### src/rtl/gcd_pkg.sv
// Shared types for the GCD job driver: FSM state encoding, response error codes
// and the default operand width of the GCD core.
package gcd_pkg;

  localparam int GCD_WIDTH = 4;

  typedef enum logic [1:0] {
    S_IDLE  = 2'b00,
    S_ISSUE = 2'b01,
    S_DRAIN = 2'b10,
    S_RESP  = 2'b11
  } drv_state_e;

  typedef enum logic [1:0] {
    ERR_OK   = 2'b00,
    ERR_ZERO = 2'b01,
    ERR_TMO  = 2'b10
  } gcd_err_e;

endpackage

### src/rtl/gcd_drv_timer.sv
// Saturating cycle counter used to bound how long the driver waits on gcd_done.
// expired is high during the TIMEOUT-th enabled cycle after a clear.
module gcd_drv_timer #(
  parameter int TIMEOUT = 32
) (
  input  logic clk,
  input  logic reset,
  input  logic clear,
  input  logic en,
  output logic expired
);

  localparam int TW = $clog2(TIMEOUT + 1);

  logic [TW-1:0] count_q;
  logic [TW-1:0] count_d;

  always_comb begin
    count_d = count_q;
    if (clear) begin
      count_d = '0;
    end else if (en && (count_q != TW'(TIMEOUT))) begin
      count_d = count_q + 1'b1;
    end
  end

  always_ff @(posedge clk or negedge reset) begin
    if (!reset) begin
      count_q <= '0;
    end else begin
      count_q <= count_d;
    end
  end

  assign expired = en && (count_q >= TW'(TIMEOUT - 1));

endmodule

### src/rtl/gcd_job_driver.sv
// Start/Done initiator for the subtractive GCD core: takes operand pairs on a
// valid/ready port, runs one core transaction per pair and returns the result.
module gcd_job_driver
  import gcd_pkg::*;
#(
  parameter int WIDTH   = GCD_WIDTH,
  parameter int TIMEOUT = 32,
  parameter int CNT_W   = 8
) (
  input  logic             clk,
  input  logic             reset,
  input  logic             req_valid,
  output logic             req_ready,
  input  logic [WIDTH-1:0] req_x,
  input  logic [WIDTH-1:0] req_y,
  output logic             rsp_valid,
  input  logic             rsp_ready,
  output logic [WIDTH-1:0] rsp_gcd,
  output logic [1:0]       rsp_err,
  output logic             gcd_start,
  output logic [WIDTH-1:0] gcd_x,
  output logic [WIDTH-1:0] gcd_y,
  input  logic             gcd_done,
  input  logic [WIDTH-1:0] gcd_result,
  output logic [CNT_W-1:0] job_count
);

  drv_state_e       state_q,     state_d;
  logic             req_ready_q, req_ready_d;
  logic             rsp_valid_q, rsp_valid_d;
  logic [WIDTH-1:0] rsp_gcd_q,   rsp_gcd_d;
  gcd_err_e         rsp_err_q,   rsp_err_d;
  logic             gcd_start_q, gcd_start_d;
  logic [WIDTH-1:0] gcd_x_q,     gcd_x_d;
  logic [WIDTH-1:0] gcd_y_q,     gcd_y_d;
  logic [CNT_W-1:0] job_count_q, job_count_d;

  logic tmr_clear;
  logic tmr_en;
  logic tmr_expired;

  assign tmr_en = (state_q == S_ISSUE) || (state_q == S_DRAIN);

  gcd_drv_timer #(
    .TIMEOUT(TIMEOUT)
  ) u_timer (
    .clk    (clk),
    .reset  (reset),
    .clear  (tmr_clear),
    .en     (tmr_en),
    .expired(tmr_expired)
  );

  always_comb begin
    state_d     = state_q;
    req_ready_d = req_ready_q;
    rsp_valid_d = rsp_valid_q;
    rsp_gcd_d   = rsp_gcd_q;
    rsp_err_d   = rsp_err_q;
    gcd_start_d = gcd_start_q;
    gcd_x_d     = gcd_x_q;
    gcd_y_d     = gcd_y_q;
    job_count_d = job_count_q;
    tmr_clear   = 1'b0;

    case (state_q)
      S_IDLE: begin
        if (req_valid && req_ready_q) begin
          gcd_x_d     = req_x;
          gcd_y_d     = req_y;
          req_ready_d = 1'b0;
          rsp_gcd_d   = '0;
          tmr_clear   = 1'b1;
          // A zero operand would spin the subtractive core forever.
          if ((req_x == '0) || (req_y == '0)) begin
            rsp_err_d   = ERR_ZERO;
            rsp_valid_d = 1'b1;
            state_d     = S_RESP;
          end else begin
            rsp_err_d   = ERR_OK;
            gcd_start_d = 1'b1;
            state_d     = S_ISSUE;
          end
        end
      end

      S_ISSUE: begin
        if (gcd_done) begin
          rsp_gcd_d   = gcd_result;
          rsp_err_d   = ERR_OK;
          gcd_start_d = 1'b0;
          tmr_clear   = 1'b1;
          state_d     = S_DRAIN;
        end else if (tmr_expired) begin
          rsp_gcd_d   = '0;
          rsp_err_d   = ERR_TMO;
          gcd_start_d = 1'b0;
          tmr_clear   = 1'b1;
          state_d     = S_DRAIN;
        end
      end

      S_DRAIN: begin
        // Core must return to idle before the next job may start it again.
        if (!gcd_done) begin
          rsp_valid_d = 1'b1;
          state_d     = S_RESP;
        end else if (tmr_expired) begin
          rsp_gcd_d   = '0;
          rsp_err_d   = ERR_TMO;
          rsp_valid_d = 1'b1;
          state_d     = S_RESP;
        end
      end

      S_RESP: begin
        if (rsp_ready) begin
          rsp_valid_d = 1'b0;
          req_ready_d = 1'b1;
          state_d     = S_IDLE;
          if (rsp_err_q == ERR_OK) begin
            job_count_d = job_count_q + 1'b1;
          end
        end
      end

      default: begin
        state_d = S_IDLE;
      end
    endcase
  end

  always_ff @(posedge clk or negedge reset) begin
    if (!reset) begin
      state_q     <= S_IDLE;
      req_ready_q <= 1'b1;
      rsp_valid_q <= 1'b0;
      rsp_gcd_q   <= '0;
      rsp_err_q   <= ERR_OK;
      gcd_start_q <= 1'b0;
      gcd_x_q     <= '0;
      gcd_y_q     <= '0;
      job_count_q <= '0;
    end else begin
      state_q     <= state_d;
      req_ready_q <= req_ready_d;
      rsp_valid_q <= rsp_valid_d;
      rsp_gcd_q   <= rsp_gcd_d;
      rsp_err_q   <= rsp_err_d;
      gcd_start_q <= gcd_start_d;
      gcd_x_q     <= gcd_x_d;
      gcd_y_q     <= gcd_y_d;
      job_count_q <= job_count_d;
    end
  end

  assign req_ready = req_ready_q;
  assign rsp_valid = rsp_valid_q;
  assign rsp_gcd   = rsp_gcd_q;
  assign rsp_err   = rsp_err_q;
  assign gcd_start = gcd_start_q;
  assign gcd_x     = gcd_x_q;
  assign gcd_y     = gcd_y_q;
  assign job_count = job_count_q;

endmodule

### config.mk
export PLATFORM = sky130hd
export DESIGN_NAME = gcd_job_driver
export DESIGN_NICKNAME = d
export VERILOG_FILES = /design/src/rtl/gcd_pkg.sv /design/src/rtl/gcd_drv_timer.sv /design/src/rtl/gcd_job_driver.sv
export SDC_FILE = /design/constraint.sdc
export NUM_CORES = 1
export LEC_CHECK = 0
export ABC_AREA = 1
export BUFFER_PORTS_ARGS = -buffer_cell sky130_fd_sc_hd__buf_4
export CAP_MARGIN = 30
export CORE_MARGIN = 4
export CORE_UTILIZATION = 59
export CTS_BUF_LIST = sky130_fd_sc_hd__clkbuf_4 sky130_fd_sc_hd__clkbuf_8
export DETAILED_ROUTE_END_ITERATION = 10
export PLACE_DENSITY_LB_ADDON = 0.2
export SETUP_SLACK_MARGIN = 0.05
export SLEW_MARGIN = 40
export SYNTH_ARGS = -nofsm -noshare
export SYNTH_HDL_FRONTEND = slang
export SYNTH_SLANG_ARGS = --single-unit
### constraint.sdc
create_clock -name clk -period 3.9 [get_ports clk]
set_clock_uncertainty 0.05 [all_clocks]
set_input_delay 0.195 -clock clk [delete_from_list [all_inputs] [get_ports clk]]
set_output_delay 0.195 -clock clk [all_outputs]
set_load 0.05 [all_outputs]
==> results.cfg, run 1 <==
[layout]
multi_input_area_um2 = 817
area_delta_synth_final_pct = 25.8
final_area_um2 = 2190
antenna_cells = 0
fillerInstances = 207
fin_cells = 283
finalCoreUtilization = 0.789
regArea_um2 = 827
nets = 275
drive_above_1_share = 0.290

[setup_path]
crit_top_cell = inv_1
critPathMaxFanout = 11
critical_path.cell_chain = inv_1 > ha_1 > nand3_1 > nand2_1 > inv_1 > nand2_2 > nor2_1
crit_path_top_delay_cell = dfrtp_1
critPathTopFamily = simple AND/OR/NAND/NOR gates
crit_path_end_kind = register
path_class = reg2reg
crit_required_ns = 4.08
cp_num_buf_inv = 2
max_stage_delay_ns = 0.43
crit_arrival_ns = 1.97
start_kind = register

[synthesis]
synth_top_area_cell = dfrtp_1
synthFlopType = dfrtp_1
syn_area_um2 = 1740
async_flop_share = 1.00
yosysSeqAreaShare = 0.475
post-synth-top-count-cell = nand2_1
synth_enable_flop_cells = 0
syn_area_per_cell_um2 = 8.63
synth_seq_cells = 33
yosysTopAreaCellShare = 0.459
synth_area_leaders = dfrtp_1, nand2_1, mux2_2
yosys_warnings = 0
syn_inst = 202
synth_cell_types = 25
synth_commonest_cells = nand2_1, dfrtp_1, inv_1
syn_nets = 226

[timing]
setup_violations = 0
fin_crit_sh = 0.459
hold_viol_final = 0
timing.fmax_ghz = 0.559
maxSlewHeadroom = 0.672
whs_ns = 0.0240
rsz0062_at_grt = no
tns_ns = 0
drv_slew = 0
final.setup.worst_slack_ns = 2.11
worst_slew_pin_slew_ns = 0.490
fin_crit_ns = 1.79

[global_routing]
grt_pass1_wl_um = 6400
grt_antenna_before_repair = 0
overflow = 0
grt_pass1_vias = 1430
grt_use_total = 0.202
grt_max_degree = 34

[hold_path]
min_path_type = in2reg

[clock_network]
holdBufCountCts = 2
cts_sinks = 33
cts_inserted_buffers = 5
worst_setup_hold_path_clk_slew_ns = 0.10
clk_latency_ns = 0.33
post-cts-setup-buffers = 0
cts_resized = 0
cts_tree = built
htree_levels = 2
root_buffer = clkbuf_4
clock_path_buffers = 2

[placement]
dpl.hpwl_um = 2780
post-place-ws_ns = 2.14
port_buffers = 41
dp_cells = 273
dpl-instance-area_um2 = 2080
gp_congestion = 0.923

[die]
die_h_um = 62.4
ioPinCount = 42
core_area_um2 = 2780
fp.dieW_um = 62.4
start_util = 0.627
die-area_um2 = 3890
rows = 19

[routing]
postRouteAntennaNets = 0
wirelength_um = 3730
drtIter0Drc = 58
drtPass1Iterations = 4
dr_total_vias = 1518
wl_per_cell_um = 13.2
viasPerCell = 5.36
drcViolationCount = 0

[power]
power_leakage_nw = 1.22
p_per_area_nw_per_um2 = 292
irDropWorstVdd_uv = 288
power_mw = 0.642

[outcome]
status = finished, final reports clean

[flow_run]
maxCapViolations = 0
final timing paths:
path                            depth (start not counted)  slack (ns)     startpoint                  to
worst max-delay path                                    7        2.11     state_q[0]  u_timer.count_q[3]
worst max register to register                          7        2.11     state_q[0]  u_timer.count_q[3]
max in group asynchronous                               2        3.19          reset           req_ready
min in group asynchronous                               2        0.28          reset        job_count[6]
worst min-delay path                                    3        0.02  gcd_result[0]          rsp_gcd[0]
worst min register to register                          2        0.45      gcd_start           gcd_start
per-layer routing:
metal	track usage	vias up	part of all wire
met5	0	-	0
met4	0.0716	0	0.013
met3	0.0505	5	0.057
met2	0.342	42	0.50
met1	0.248	727	0.43
li1	-	744	-
placed cells by master (no fill, tap or decap), drive strengths merged:
master | synthesis | layout
nor3 | 3 | 3
nand4 | 10 | 10
dfstp | 1 | 1
o21a | 1 | 1
xor2 | 7 | 7
bufinv | 0 | 1
nor2 | 17 | 17
nand3 | 17 | 17
clkbuf | 0 | 7
a21oi | 3 | 3
xnor2 | 2 | 2
nand2 | 62 | 62
o22ai | 1 | 1
dfrtp | 32 | 32
o21ai | 5 | 5
mux2 | 8 | 8
ha | 7 | 7
inv | 25 | 25
dlygate4sd3 | 0 | 2
buf | 1 | 41
final cells by class:
| cell class | instances | share of cell area |
|---|---|---|
| inverters | 25 | 0.0428 |
| well taps | 31 | 0.0177 |
| clock buffers | 7 | 0.0268 |
| flip-flops and latches | 33 | 0.377 |
| multi-input cells | 143 | 0.373 |
| repair buffers | 43 | 0.149 |
| clock inverters | 1 | 0.0137 |
report_power, final:
group          total, mW  switching [mW]  leakage [nW]  internal, mW
Sequential         0.342               0         0.447         0.342
Combinational     0.0257          0.0129         0.721        0.0127
Clock              0.274           0.114        0.0489         0.160
Total              0.642           0.127          1.22         0.515
worst min-delay path, delay by kind of cell:
kind                   cells  cell delay [ns]
AND/OR/NAND/NOR            2             0.11
buffers and inverters      1             0.08
registers in the layout, indices dropped and copies added, names as in the netlist, 2 cells and up:
register,flops
job_count,8
u_timer.count_q,6
gcd_x,4
gcd_y,4
rsp_gcd,4
rsp_err,2
state_q,2
kinds of logic after synthesis:
group | share of synthesized area
simple gates | 0.286
fa+ha+maj | 0.0502
xor+xnor | 0.0452
compound gates | 0.0352
buf+inv | 0.0567
mux | 0.0517
flops | 0.475
(Power assumes the default switching activity.)
==> inputs of run 2 (changes only) <==
--- a/config.mk
+++ b/config.mk
@@ -5,11 +5,11 @@
 export SDC_FILE = /design/constraint.sdc
 export NUM_CORES = 1
 export LEC_CHECK = 0
-export ABC_AREA = 1
+export ABC_AREA = 0
 export BUFFER_PORTS_ARGS = -buffer_cell sky130_fd_sc_hd__buf_4
 export CAP_MARGIN = 30
 export CORE_MARGIN = 4
-export CORE_UTILIZATION = 59
+export CORE_UTILIZATION = 54
 export CTS_BUF_LIST = sky130_fd_sc_hd__clkbuf_4 sky130_fd_sc_hd__clkbuf_8
 export DETAILED_ROUTE_END_ITERATION = 10
 export PLACE_DENSITY_LB_ADDON = 0.2
==> constraint.sdc (replaced) <==
create_clock -name clk -period 1.84 [get_ports clk]
set_clock_uncertainty 0.05 [all_clocks]
set_input_delay 0.092 -clock clk [delete_from_list [all_inputs] [get_ports clk]]
set_output_delay 0.092 -clock clk [all_outputs]
set_load 0.05 [all_outputs]
==> run 2 against run 1 <==
Net effect: the flow now finishes with violations (setup timing); register-to-register slack got worse by 2.2 ns; area after synthesis down 8.9%; first-iteration DRC count is 12% higher; highest routed layer unchanged.
==> results.cfg, run 2 <==
[outcome]
status = finished with violations
violations = setup timing

[timing]
whs_ns = 0.0290
tns_ns = -0.136
fin_crit_sh = 1.05
worst_slew_pin_slew_ns = 0.692
timing.fmax_ghz = 0.515
fin_crit_ns = 1.94
drv_slew = 0
maxSlewHeadroom = 0.533
hold_viol_final = 0
rsz0062_at_grt = yes
setup_violations = 2
final.setup.worst_slack_ns = -0.101

[power]
power_leakage_nw = 1.09
p_per_area_nw_per_um2 = 1880
power_mw = 4.27
irDropWorstVdd_uv = 1560

[routing]
drtPass1Iterations = 4
dr_total_vias = 1378
viasPerCell = 5.77
wl_per_cell_um = 17.4
postRouteAntennaNets = 0
drcViolationCount = 0
wirelength_um = 4170
drtIter0Drc = 65

[layout]
largest_reg_flops = 8
mostFrequentLayoutCell = buf_4
nets = 231
layout_common_cells = buf_4, dfrtp_1, dlygate4sd3_1, mux2_2, nor2_1
antenna_cells = 0
final_area_um2 = 2270
drive_above_1_share = 0.433
area_delta_synth_final_pct = 43.1
fillerInstances = 155
fin_cells = 239

[clock_network]
cts_inserted_buffers = 5
clock_path_buffers = 2
htree_levels = 2
root_buffer = clkbuf_4
worst_setup_hold_path_clk_slew_ns = 0.11
cts_sinks = 33
cts_tree = built
clk_latency_ns = 0.34

[die]
die_h_um = 62.2
core_area_um2 = 2780
ioPinCount = 42
rows = 19
fp.dieW_um = 62.2
start_util = 0.571
die-area_um2 = 3870

[synthesis]
synth_area_leaders = dfrtp_1, mux2_2, ha_1
syn_area_per_cell_um2 = 11.8
synth_top_area_cell = dfrtp_1
yosys_warnings = 0
async_flop_share = 1.00
yosysSeqAreaShare = 0.521
synth_commonest_cells = dfrtp_1, mux2_2, inv_1, nor2_1
syn_area_um2 = 1590
post-synth-top-count-cell = dfrtp_1
synthFlopType = dfrtp_1
syn_nets = 158
yosysTopAreaCellShare = 0.504
synth_seq_cells = 33
synth_enable_flop_cells = 0
syn_inst = 134
synth_cell_types = 38

[placement]
dpl.hpwl_um = 2770
gp_congestion = 0.814
port_buffers = 41
dpl-instance-area_um2 = 2010
dp_cells = 214

[setup_path]
max_stage_delay_ns = 0.40
crit_path_end_kind = register
crit_arrival_ns = 2.12
critPathMaxFanout = 3
reg2reg_depth = 7
reg2reg_to = state_q[1]
reg2reg_from = state_q[0]
crit_start = state_q[0]
cp_num_cells = 7
r2r_setup_slack_ns = -0.10
crit_path_top_delay_cell = dfrtp_1
critical_path.cell_chain = inv_2 > ha_2 > and2_4 > or2_0 > a222oi_1 > buf_4 > mux2_2
cp_num_buf_inv = 2
path_class = reg2reg
start_kind = register
critPathCapture = state_q[1]
critPathTopFamily = flip-flops
crit_required_ns = 2.02

[global_routing]
grt_antenna_before_repair = 0
grt_use_total = 0.221
grt_pass1_wl_um = 6790
overflow = 0
grt_pass1_vias = 1472
grt_max_degree = 34

[flow_run]
maxCapViolations = 0

[hold_path]
min_path_type = in2reg
-- run 2: per-layer routing --
| metal | part of all wire | vias to the layer above | track usage |
|---|---|---|---|
| li1 | - | 639 | - |
| met1 | 0.36 | 669 | 0.227 |
| met2 | 0.54 | 52 | 0.405 |
| met3 | 0.058 | 18 | 0.0649 |
| met4 | 0.036 | 0 | 0.100 |
| met5 | 0 | - | 0 |
-- run 2: worst reg2reg max path, stage by stage, from the launching register on --
cell      delay (ns)
dfrtp_1         0.40
inv_2           0.06
ha_2            0.19
and2_4          0.16
or2_0           0.20
a222oi_1        0.29
buf_4           0.18
mux2_2          0.32
-- run 2: worst min-delay path by stage --
stage          startpoint          to  slack, ns  cells after the start
2_1_floorplan       reset   gcd_start      -0.25                      0
3_3_place_gp        reset  state_q[0]     -0.001                      1
3_5_place_dp        reset  state_q[1]     0.0007                      1
4_1_cts         rsp_ready   req_ready       0.03                      3
5_1_grt         rsp_ready   req_ready       0.02                      3
6_report        rsp_ready   req_ready       0.03                      3
-- run 2: timing repair --
| action | 4_1_cts | 5_1_grt |
|---|---|---|
| setup endpoints to repair | 10 | 23 |
| hold endpoints to repair | 45 | 0 |
| hold buffers | 13 | 0 |
| gates resized for setup | 1 | 7 |
| setup buffers | 4 | 0 |
| pin swaps | 1 | 1 |
-- run 2: cell families after synthesis --
kind of cell	Yosys count	share of synthesized area
AND/OR/NAND/NOR	33	0.116
flip-flops	33	0.521
AO/OA/AOI/OAI	27	0.132
multiplexers	13	0.0898
XOR/XNOR	11	0.0607
buffers and inverters	10	0.0252
adder cells (fa/ha/maj)	7	0.0552
-- run 2: power breakdown --
group	internal, mW	switching (mW)	total [mW]
clock network	0.299	0.243	0.543
registers	1.00	0.233	1.23
logic	1.01	1.48	2.50
total	2.31	1.96	4.27
-- run 2: cell type report --
class,count,area [um^2],share of cell area
timing repair buffer,68,543,0.239
sequential,33,831,0.366
clock buffer,6,45.0,0.0198
clock inverter,2,35.0,0.0154
tap,31,38.8,0.0171
multi-input combinational,91,749,0.330
inverter,8,30.0,0.0132
-- run 2: through the flow --
| step | util | setup WS, ns |
|---|---|---|
| after detailed placement | 0.722 | -0.124 |
| after global placement | 0.722 | -0.0337 |
| after global routing | 0.817 | -0.133 |
| after CTS | 0.809 | -0.0547 |
| after floorplan | - | -0.0670 |
| final | 0.817 | -0.101 |
